`config.mk`:
```
export PLATFORM = sky130hd
export DESIGN_NAME = tft_pixel_out
export DESIGN_NICKNAME = d
export VERILOG_FILES = /design/src/rtl/tft_pixel_out.sv
export SDC_FILE = /design/constraint.sdc
export NUM_CORES = 1
export LEC_CHECK = 0
export CAP_MARGIN = 20
export CORE_MARGIN = 2
export CORE_UTILIZATION = 55
export CTS_CLUSTER_SIZE = 25
export DETAILED_ROUTE_END_ITERATION = 12
export GPL_TIMING_DRIVEN = 0
export HOLD_SLACK_MARGIN = 0.12
export PLACE_DENSITY = 0.85
export SLEW_MARGIN = 20
export SYNTH_ARGS = -nofsm -noshare
export SYNTH_HDL_FRONTEND = slang
export SYNTH_SLANG_ARGS = --single-unit
```
`constraint.sdc`:
```
create_clock -name HCLK -period 3.62 [get_ports HCLK]
set_clock_uncertainty 0.05 [all_clocks]
set_input_delay 0.362 -clock HCLK [delete_from_list [all_inputs] [get_ports HCLK]]
set_output_delay 0.362 -clock HCLK [all_outputs]
set_load 0.02 [all_outputs]
```
`src/rtl/tft_pixel_out.sv`:
```
// tft_pixel_out
//   Display-side consumer of the TFT frame-buffer DMA word stream. Each 32-bit
//   word carries two RGB565 pixels (left in [15:0], right in [31:16]). The block
//   derives the pixel rate from HCLK with a clock-enable divider, generates the
//   panel timing and signals vertical sync back to the DMA.
//
// Ports
//   HCLK          system/AHB clock
//   HRESET        asynchronous active-high reset
//   ENABLE        display enable
//   DATA_IN       pixel word from the DMA
//   REQ_IN        DATA_IN valid
//   ACK_OUT       word consumed in this HCLK cycle
//   VSYNC_OUT     active-high vertical sync to the DMA
//   TFT_CLK       pixel clock (falls when outputs update)
//   TFT_HSYNC     horizontal sync, active-low
//   TFT_VSYNC     vertical sync, active-low
//   TFT_DE        data enable
//   TFT_RGB       RGB565 pixel
//   UNDERRUN      sticky flag: pixel data was missing
//   UNDERRUN_CLR  clears UNDERRUN (a simultaneous set wins)
module tft_pixel_out #(
   parameter int H_ACTIVE = 480,
   parameter int H_FP     = 2,
   parameter int H_SYNC   = 41,
   parameter int H_BP     = 2,
   parameter int V_ACTIVE = 272,
   parameter int V_FP     = 2,
   parameter int V_SYNC   = 10,
   parameter int V_BP     = 2,
   parameter int CLK_DIV  = 4
) (
   input  logic        HCLK,
   input  logic        HRESET,
   input  logic        ENABLE,
   input  logic [31:0] DATA_IN,
   input  logic        REQ_IN,
   output logic        ACK_OUT,
   output logic        VSYNC_OUT,
   output logic        TFT_CLK,
   output logic        TFT_HSYNC,
   output logic        TFT_VSYNC,
   output logic        TFT_DE,
   output logic [15:0] TFT_RGB,
   output logic        UNDERRUN,
   input  logic        UNDERRUN_CLR
);

   localparam int H_TOTAL = H_ACTIVE + H_FP + H_SYNC + H_BP;
   localparam int V_TOTAL = V_ACTIVE + V_FP + V_SYNC + V_BP;
   localparam int HW      = $clog2(H_TOTAL);
   localparam int VW      = $clog2(V_TOTAL);
   localparam int DW      = (CLK_DIV > 2) ? $clog2(CLK_DIV) : 1;

   localparam logic [HW-1:0] H_LAST     = HW'(H_TOTAL - 1);
   localparam logic [HW-1:0] H_ACT_END  = HW'(H_ACTIVE);
   localparam logic [HW-1:0] H_SYNC_BEG = HW'(H_ACTIVE + H_FP);
   localparam logic [HW-1:0] H_SYNC_END = HW'(H_ACTIVE + H_FP + H_SYNC);
   localparam logic [VW-1:0] V_LAST     = VW'(V_TOTAL - 1);
   localparam logic [VW-1:0] V_ACT_END  = VW'(V_ACTIVE);
   localparam logic [VW-1:0] V_SYNC_BEG = VW'(V_ACTIVE + V_FP);
   localparam logic [VW-1:0] V_SYNC_END = VW'(V_ACTIVE + V_FP + V_SYNC);
   localparam logic [DW-1:0] DIV_LAST   = DW'(CLK_DIV - 1);
   localparam logic [DW-1:0] DIV_HALF   = DW'(CLK_DIV / 2);

   logic [DW-1:0] div;
   logic [DW-1:0] div_nxt;
   logic [HW-1:0] hcnt;
   logic [VW-1:0] vcnt;
   logic          en_d;      // ENABLE as seen last cycle; low means "restart timing"
   logic [15:0]   hold;      // right-hand pixel of the current word
   logic          tick;
   logic          active;
   logic          even_act;
   logic          hsync;
   logic          vsync;
   logic          pix_take;
   logic          underrun_set;

   assign tick         = ENABLE & en_d & (div == DIV_LAST);
   assign div_nxt      = tick ? '0 : div + 1'b1;
   assign active       = (hcnt < H_ACT_END) & (vcnt < V_ACT_END);
   assign even_act     = tick & active & ~hcnt[0];
   assign hsync        = (hcnt >= H_SYNC_BEG) & (hcnt < H_SYNC_END);
   assign vsync        = (vcnt >= V_SYNC_BEG) & (vcnt < V_SYNC_END);
   assign pix_take     = even_act & REQ_IN;
   assign underrun_set = even_act & ~REQ_IN;

   // While vsync is signalled or the display is off, every offered beat is
   // swallowed so the DMA's in-flight burst drains and the next frame starts
   // word-aligned at the base address.
   assign ACK_OUT = ~HRESET & ((~ENABLE | VSYNC_OUT) ? REQ_IN : pix_take);

   always_ff @(posedge HCLK or posedge HRESET) begin
      if (HRESET) begin
         en_d      <= 1'b0;
         div       <= '0;
         hcnt      <= '0;
         vcnt      <= '0;
         TFT_CLK   <= 1'b0;
         TFT_HSYNC <= 1'b1;
         TFT_VSYNC <= 1'b1;
         VSYNC_OUT <= 1'b1;
         TFT_DE    <= 1'b0;
         TFT_RGB   <= '0;
      end else if (!ENABLE) begin
         // Counters freeze; outputs fall back to idle (VSYNC_OUT high keeps the DMA parked).
         en_d      <= 1'b0;
         TFT_CLK   <= 1'b0;
         TFT_HSYNC <= 1'b1;
         TFT_VSYNC <= 1'b1;
         VSYNC_OUT <= 1'b1;
         TFT_DE    <= 1'b0;
         TFT_RGB   <= '0;
      end else if (!en_d) begin
         // Restart at the top of vsync so the DMA gets the sync and back-porch
         // lines to prefetch before the first visible pixel.
         en_d    <= 1'b1;
         div     <= '0;
         hcnt    <= '0;
         vcnt    <= V_SYNC_BEG;
         TFT_CLK <= 1'b0;
      end else begin
         div     <= div_nxt;
         TFT_CLK <= (div_nxt >= DIV_HALF);
         if (tick) begin
            if (hcnt == H_LAST) begin
               hcnt <= '0;
               vcnt <= (vcnt == V_LAST) ? '0 : vcnt + 1'b1;
            end else begin
               hcnt <= hcnt + 1'b1;
            end
            TFT_HSYNC <= ~hsync;
            TFT_VSYNC <= ~vsync;
            VSYNC_OUT <= vsync;
            TFT_DE    <= active;
            if (!active)
               TFT_RGB <= '0;
            else if (!hcnt[0])
               TFT_RGB <= REQ_IN ? DATA_IN[15:0] : 16'h0000;
            else
               TFT_RGB <= hold;
         end
      end
   end

   // A missing word blanks both of its pixels.
   always_ff @(posedge HCLK) begin
      if (even_act)
         hold <= REQ_IN ? DATA_IN[31:16] : 16'h0000;
   end

   always_ff @(posedge HCLK or posedge HRESET) begin
      if (HRESET)
         UNDERRUN <= 1'b0;
      else if (underrun_set)
         UNDERRUN <= 1'b1;
      else if (UNDERRUN_CLR)
         UNDERRUN <= 1'b0;
   end

endmodule

```
# [Yosys cells after proc, flatten, opt, wreduce, memory -nomap -nowiden]
# Index checks and enable logic that the tools add are counted.
[word_totals] ff_bits=60 inputBits=37 output_inout_bits=23 elab_cells=83
[op_classes] n_addsub=3 order_cmp=7 n_eq_ne=7 muxes=33 bitwise=17 n_reduce_logical=4
[op_table] cell="$mux W16" n=6
[op_table] cell="$mux W9" n=4
[op_table] cell="$mux W10" n=3
[op_table] cell="$lt A9 B9 Y1 const B" n=2
[op_table] cell="$mux W1" n=18
[op_table] cell="$add A10 B1 Y10 const B" n=1
[op_table] cell="$and A1 B1 Y1" n=10
[op_table] cell="$eq A10 B10 Y1 const B" n=1
[op_table] cell="$ge A10 B9 Y1 const B" n=1
[op_table] cell="$lt A10 B10 Y1 const B" n=1
[op_table] cell="$lt A10 B9 Y1 const B" n=1
[op_table] cell="$add A9 B1 Y9 const B" n=1
[op_table] cell="$eq A9 B9 Y1 const B" n=1
[op_table] cell="$ge A9 B9 Y1 const B" n=1
[op_table] cell="$ne A2 B1 Y1 const B" n=4
[op_table] cell="$not A1 Y1" n=6
[op_table] cell="$mux W2" n=2
[op_table] cell="$reduce_and A2 Y1" n=2
[op_table] cell="$reduce_and A3 Y1" n=1
[op_table] cell="$add A2 B1 Y2 const B" n=1
[op_table] cell="$eq A2 B2 Y1 const B" n=1
[op_table] cell="$ge A2 B2 Y1 const B" n=1
[op_table] cell="$reduce_bool A2 Y1" n=1
[op_table] cell="$or A1 B1 Y1" n=1

# [Depth between registers and ports, before layout]
# Gate-level depths: netlist of run 1.
[depth] depth_word=7 depth_mapped=9 depth_no_buf=6

# [Least setup slack after synthesis of run 1]
# No wires, ideal clock.
[synth_timing] path_kind="register to output" startpoint="register div[0]" endpoint="output port ACK_OUT" arrival_time_ns=2.347 required_time_ns=3.208 setup_slack_ns=0.861 path_stages_with_launch=7 path_buffers=1 path_cell_list="dfrtp_1 ha_1 and3_1 clkbuf_1 nand4b_1 nor2_1 o311a_1"
[synth_between] elab_chain_len=7
[synth_rtl] item="from (decl)" line_no="66" text="logic [DW-1:0] div;"
[synth_rtl] item="from (signal assigned)" line_no="124" text="div <= div_nxt;"
[synth_rtl] item="$eq A2 B2 Y1" line_no="80" text="assign tick = ENABLE & en_d & (div == DIV_LAST);"
[synth_rtl] item="$and A1 B1 Y1" line_no="80"
[synth_rtl] item="$and A1 B1 Y1 (2 in series)" line_no="83" text="assign even_act = tick & active & ~hcnt[0];"
[synth_rtl] item="$and A1 B1 Y1" line_no="86" text="assign pix_take = even_act & REQ_IN;"
[synth_rtl] item="$mux W1" line_no="92" text="assign ACK_OUT = ~HRESET & ((~ENABLE | VSYNC_OUT) ? REQ_IN : pix_take);"
[synth_rtl] item="$and A1 B1 Y1" line_no="92"
[synth_rtl] item="to (decl)" line_no="38" text="output logic ACK_OUT,"
# No other way between the ends.

# [Worst setup path after layout of run 1]
# Same ends and word-level chain as after synthesis.

==> results of run 1 <==
## per-layer routing
metal,global-route usage,wire (um),up-vias
met4,0.133,197,0
li1,-,-,1156
met2,0.406,3410,85
met1,0.328,2920,1165
met3,0.0509,347,18
met5,0,0,-
## power by group through the flow
stage | Combinational (W) | Clock, W | Sequential [W]
after floorplan | 0.000123 | 0 | 0.000753
after global placement | 0.000201 | 0 | 0.000754
after detailed placement | 0.000214 | 0 | 0.000755
after CTS | 0.000216 | 0.000755 | 0.000742
after global routing | 0.000240 | 0.000782 | 0.000746
final | 0.000214 | 0.000753 | 0.000743
## final timing paths
kind | from | to | slack, ps | cells past startpoint
max in group asynchronous | HRESET | VSYNC_OUT | 2620 | 3
worst min-delay path | HRESET | TFT_RGB[13] | 310 | 2
min in group HCLK | TFT_RGB[8] | TFT_RGB[8] | 430 | 2
worst max register to register | hcnt[0] | vcnt[0] | 1040 | 9
worst max-delay path | div[0] | ACK_OUT | 230 | 7
worst min register to register | TFT_RGB[8] | TFT_RGB[8] | 430 | 2
## registers in the layout, summed over array words and instances, names as in the netlist
name / flops
TFT_DE: 1
en_d: 1
hcnt: 10
hold: 16
TFT_RGB: 16
div: 2
vcnt: 9
VSYNC_OUT: 1
UNDERRUN: 1
TFT_VSYNC: 1
TFT_HSYNC: 1
TFT_CLK: 1
## kinds of logic after synthesis
family,Yosys count
AO/OA/AOI/OAI,72
flip-flops,60
multiplexers,1
AND/OR/NAND/NOR,106
buffers and inverters,25
XOR/XNOR,4
adder cells (fa/ha/maj),5
## through the flow
step	instance area [um^2]	hold slack (ps)	util	std cells	TNS [ps]
global placement	3560	408	0.701	402	-616
finish	3850	312	0.758	420	0
global route	3850	372	0.758	420	0
CTS	3850	327	0.758	420	0
floorplan	2880	343	-	273	0
detailed placement	3590	419	0.707	403	-235
## final cells by class
| cell class | instances | area (um^2) | area share |
|---|---|---|---|
| plain buffers | 15 | 85.1 | 0.0221 |
| clock buffers | 10 | 138 | 0.0358 |
| multi-input cells | 188 | 1180 | 0.306 |
| repair buffers | 61 | 626 | 0.163 |
| well taps | 70 | 87.6 | 0.0228 |
| clock inverters | 6 | 111 | 0.0289 |
| flip-flops and latches | 60 | 1590 | 0.412 |
| inverters | 10 | 37.5 | 0.00975 |
## what timing repair did
action	4_1_cts	5_1_grt
endpoints found under the setup margin	1	0
gates resized for setup	1	0
setup buffers	1	0
## worst reg2reg max path: stages (launching register included)
cell      delay, ps
dfrtp_1         350
clkbuf_1        300
clkbuf_1        400
inv_1           100
ha_1            210
and3_1          230
a31oi_2         270
buf_6           170
nor2_2          100
mux2_2          290
## placed cells by master, fill, tap and decap left out, types with 2 or more instances in the layout
| cell | n |
|---|---|
| clkdlybuf4s50_1 | 59 |
| dfrtp_1 | 41 |
| nand2_1 | 30 |
| o21ai_0 | 23 |
| a22oi_1 | 21 |
| and2_1 | 17 |
| edfxtp_1 | 16 |
| a21oi_1 | 10 |
| nand3_1 | 10 |
| clkbuf_8 | 10 |
| inv_1 | 9 |
| and3_1 | 9 |
| clkbuf_1 | 9 |
| nand4_1 | 8 |
| nor2_1 | 7 |
| o31ai_1 | 6 |
| or4_1 | 6 |
| ha_1 | 5 |
| dfstp_2 | 3 |
| buf_6 | 3 |
| nor3_1 | 3 |
| xor2_1 | 3 |
| bufinv_16 | 3 |
| clkbuf_2 | 2 |
| buf_4 | 2 |
| o211ai_1 | 2 |
| o41ai_1 | 2 |
| nor2b_1 | 2 |
| o22a_1 | 2 |
| or3_1 | 2 |
==> impl_results.md, run 1 <==
* Worst Max-Slew Pin Slew at 750 ps
* Layout area overhead at 33.7%
* Final setup vio count at 0
* Ant. Diodes at 0
* Layout cells sized above 1 at 0.106
* GPL Wtd Cong at 0.846
* CP peak stage delay at 640 ps
* Die area at 5830 um^2
* Post-Synthesis Cell Area at 2880 um^2
* Sequential power share at 0.434
* Pins Over Slew Limit at 0
* Final Total Pwr at 0.00171 W
* Asr flop ratio synth at 0.733
* Worst vdd ir at 303 uV
* Clock slew at reported path FFs at approximately 80 ps
* Number of synthesized flops with an enable pin at 16
* Power Internal at 0.00130 W
* Largest net degree at the start of global routing at 25
* Crit-path cells: ha_1 > and3_1 > clkbuf_1 > nand4b_1 > nor2_4 > o311a_1 > clkdlybuf4s50_1
* Hold buffers post-CTS at 0
* CP required at 3210 ps
* Number of port buffers at 59
* Top cell type by total area after synthesis: dfrtp_1
* Die Ht at 76.4 um
* MaxCap Viol Count at 0
* Mux cell area share after synthesis at 0.00391
* Static leakage at 1.57 nW
* Tmin final at roughly 3400 ps
* Worst hold path class: in2async
* GR Overflow Total at 0
* Sum of buffers and inverters on the critical path at 2
* Clk pwr share at 0.440
* CP arrival at 2980 ps
* I/O pins at 60
* Distinct cells, synth at 46
* Most common cell in the netlist: dfrtp_1
* Post-Syn Instances at roughly 270
* Register area share after synthesis at 0.551
* First-pass detailed-route iteration total at 4
* Switch share at 0.241
* Via count at 2424
* CTS sink count at 60
* CP Class: reg2out
* Maximum root-to-sink buffer count at 2
* Compound-Gate Fraction of Synth Area at 0.165
* Sw power at 0.000412 W
* Slew margin rel. at 0.500
* H-tree levels at 3
* Initial drt markers at 165
* Max Fclk at 0.295 GHz
* Routed WL per cell at 16.4 um
* Fill cells at 359
* Vias in the first global route at 2355
* Final net count at 387
* Comb pwr share at 0.125
* Root Buffer: clkbuf_8
* Status: finished clean
* Fin crit share at 0.936
* DRC at 0
* GRT Total Usage at 0.254
* Post-synth top area share at 0.356
* Setup WS post-layout at 233 ps
* Crit. End Element: primary output
* Adder and majority gate portion of the synthesized area at 0.0217
* Power Density at between 400 and 500 nW/um^2
* Dpl ws at -235 ps
* Synth Area in XOR/XNOR at 0.0122
* Synth area leaders: dfrtp_1 (36%), edfxtp_1 (17%), a22oi_1 (5.5%)
* Crit path launch type: register
* Flops & latches, synth at 60
* Core area at 5070 um^2
* Syn Area/Cell at between 10 and 15 um^2
* TritonCTS clock tree: yes
* Final wirelength at between 6 and 7 mm
* Worst-Skew Late Latency at ~340 ps
* Initial core utilization at 0.567
* Via density at 5.77
* Wire length of the first global-routing pass at 11.4 mm
* Antenna violations before repair at 0
* Main synth FF type: dfrtp_1
* Critical Path Slowest Stage Cell: clkdlybuf4s50_1
* Simple-Gate Fraction of Synth Area at 0.204
* Die width at 76.4 um
* Final HPWL DP at 4.80 mm
* Post-DRT Antenna Nets at 0
* Yosys synthesis warning count at 0
* Unrepaired setup endpoints after global routing: false
* Total CTS buffers at 9
* CP Max Fanout at 10
* Synthesized net count at 315
* CP top delay family: buffers and inverters
* Hold Fails Final Rpt at 0
* Main combinational cell family by area after synthesis: simple AND/OR/NAND/NOR gates
* FP Rows at 26
* Most frequent cells after synthesis: dfrtp_1 (41), nand2_1 (30), o21ai_0 (23), a22oi_1 (21), and2_1 (17)
Note: power is estimated with default switching activity, not from simulation.
==> inputs of run 2 (changes only) <==
--- a/config.mk
+++ b/config.mk
@@ -7,12 +7,13 @@
 export LEC_CHECK = 0
 export CAP_MARGIN = 20
 export CORE_MARGIN = 2
-export CORE_UTILIZATION = 55
+export CORE_UTILIZATION = 65
 export CTS_CLUSTER_SIZE = 25
 export DETAILED_ROUTE_END_ITERATION = 12
+export DONT_BUFFER_PORTS = 1
 export GPL_TIMING_DRIVEN = 0
 export HOLD_SLACK_MARGIN = 0.12
-export PLACE_DENSITY = 0.85
+export PLACE_DENSITY = 0.81
 export SLEW_MARGIN = 20
 export SYNTH_ARGS = -nofsm -noshare
 export SYNTH_HDL_FRONTEND = slang
==> run 2 against run 1 <==
  * Global-route usage up 2.2 points
  * Maximum frequency rose by 2.0%
  * Highest routed layer unchanged
  * First-iteration DRC count decreased by 22%
  * Via count down 8.0%
  * Non-clock buffer count is 56 lower
  * Register-to-register slack got worse by 140 ps
==> impl_results.md, run 2 (same netlist as run 1, synthesis figures left out) <==
* Status: finished clean
* Routed WL per cell at about 18 um
* Commonest non-fill, non-tap cell in the layout: dfrtp_1
* First-pass detailed-route iteration total at 4
* Die width at ~71 um
* Critical Path Slowest Stage Cell: nor2_4
* Clock slew at reported path FFs at 70 ps
* CP peak stage delay at 600 ps
* Power Internal at approximately 0.0013 W
* Static leakage at 1.36 nW
* Total Neg Setup Slack at 0 ps
* Crit. End Element: primary output
* Worst hold path class: in2reg
* Die Ht at slightly above 70 um
* Final setup vio count at 0
* R2R Setup Slk at 900 ps
* GRT Total Usage at 0.275
* Wire length of the first global-routing pass at 10.6 mm
* Vias in the first global route at 2235
* GPL Wtd Cong at between 0.8 and 0.9
* Biggest regs: TFT_RGB x16, hold x16, hcnt x10
* Initial drt markers at 129
* Tmin final at 3320 ps
* Max Fclk at 0.301 GHz
* Initial core utilization at 0.666
* Layout cells sized above 1 at 0.112
* Via count at 2229
* Final wirelength at approximately 6.4 mm
* Worst vdd ir at just under 400 uV
* Crit path launch type: register
* Final net count at 331
* Pins Over Slew Limit at 0
* Hold Fails Final Rpt at 0
* CP required at 3210 ps
* Post-DRT Antenna Nets at 0
* Final HPWL DP at between 4 and 5 mm
* CP Class: reg2out
* Maximum root-to-sink buffer count at 2
* DP Area at 2970 um^2
* TritonCTS clock tree: yes
* DRC at 0
* I/O pins at 60
* Sequential power share at 0.439
* Switch share at 0.231
* Via density at around 6.4
* Worst-Skew Late Latency at 340 ps
* Inst Count DP at 326
* Comb pwr share at 0.098
* CTS sink count at 60
* CP arrival at 2910 ps
* FP Rows at 24
* Slew margin rel. at 0.538
* Antenna violations before repair at 0
* Unrepaired setup endpoints after global routing: false
* Clk pwr share at 0.462
* Root Buffer: clkbuf_8
* Layout area overhead at 13.5%
* Fin Hold WS at roughly 170 ps
* Crit-path cells: ha_1 > and3_1 > clkbuf_1 > nand4b_1 > nor2_4 > o311a_1
* Total CTS buffers at 9
* Final std cells w/o fill at 346
* Most frequent cells in the layout: dfrtp_1 (41), nand2_1 (30), o21ai_0 (23)
* GR Overflow Total at 0
* Sw power at 0.000394 W
* Core area at 4320 um^2
* Post-CTS Setup Inserts at 0
* MaxCap Viol Count at 0
* Worst Max-Slew Pin Slew at around 690 ps
* Cell area after layout at 3270 um^2
* Fin crit share at 0.917
* CP Max Fanout at 17
* Ant. Diodes at 0
* Largest net degree at the start of global routing at 33
* Number of port buffers at 0
* Die area at about 5000 um^2
* Power Density at 521 nW/um^2
* H-tree levels at 3
[run 2: changes by cell type in the layout (fill, tap and decap cells not counted), sizes merged]
cell / previous run / this run
clkdlybuf4s50: 59 / 0
dlygate4sd3: 0 / 4
buf: 6 / 5
bufinv: 3 / 4
clkinvlp: 1 / 0
[run 2: per-stage QoR]
step	total power, W	setup WS, ps	util
2_1_floorplan	0.000876	861	-
3_3_place_gp	0.000908	176	0.681
3_5_place_dp	0.000920	489	0.686
4_1_cts	0.00170	93.2	0.754
5_1_grt	0.00176	134	0.755
6_report	0.00170	299	0.755
[run 2: path summary, 6_finish.rpt]
check,to,cells past startpoint,start
max,ACK_OUT,6,div[0]
min,hold[13],1,REQ_IN
max reg2reg,UNDERRUN,6,div[0]
min reg2reg,div[1],1,div[1]
max in group asynchronous,TFT_HSYNC,3,HRESET
min in group asynchronous,hcnt[7],2,HRESET
[run 2: worst max-delay path: cells and delay by family (launching register included)]
kind	cells	cell delay, ps
AND/OR/NAND/NOR	3	1290
flip-flops	1	360
AO/OA/AOI/OAI	1	360
buffers and inverters	1	290
adder cells (fa/ha/maj)	1	270
[run 2: per-layer routing]
metal  vias to the layer above  global-route usage  routed length, um
li1                       1041                   -                  -
met1                      1091               0.359               2730
met2                        85               0.443               3150
met3                        12              0.0712                424
met4                         0               0.117                 97
met5                         -                   0                  0
[run 2: layout make-up]
class,count,area (um^2)
multi-input cells,188,1180
well taps,52,65.1
plain buffers,15,85.1
inverters,10,37.5
fillers,323,1060
flip-flops and latches,60,1590
repair buffers,5,60.1
clock inverters,6,128
clock buffers,10,128
[run 2: timing repair]
item | CTS | global route
resized for setup | 0 | 1
hold buffers | 4 | 0
setup endpoints to repair | 0 | 1
hold endpoints to repair | 15 | 0
[run 2: power groups by stage]
stage	Clock [W]	Combinational [W]	Sequential, W
2_1_floorplan	0	0.000123	0.000753
4_1_cts	0.000790	0.000166	0.000747
3_5_place_dp	0	0.000161	0.000759
5_1_grt	0.000816	0.000191	0.000752
3_3_place_gp	0	0.000150	0.000758
6_report	0.000786	0.000167	0.000748
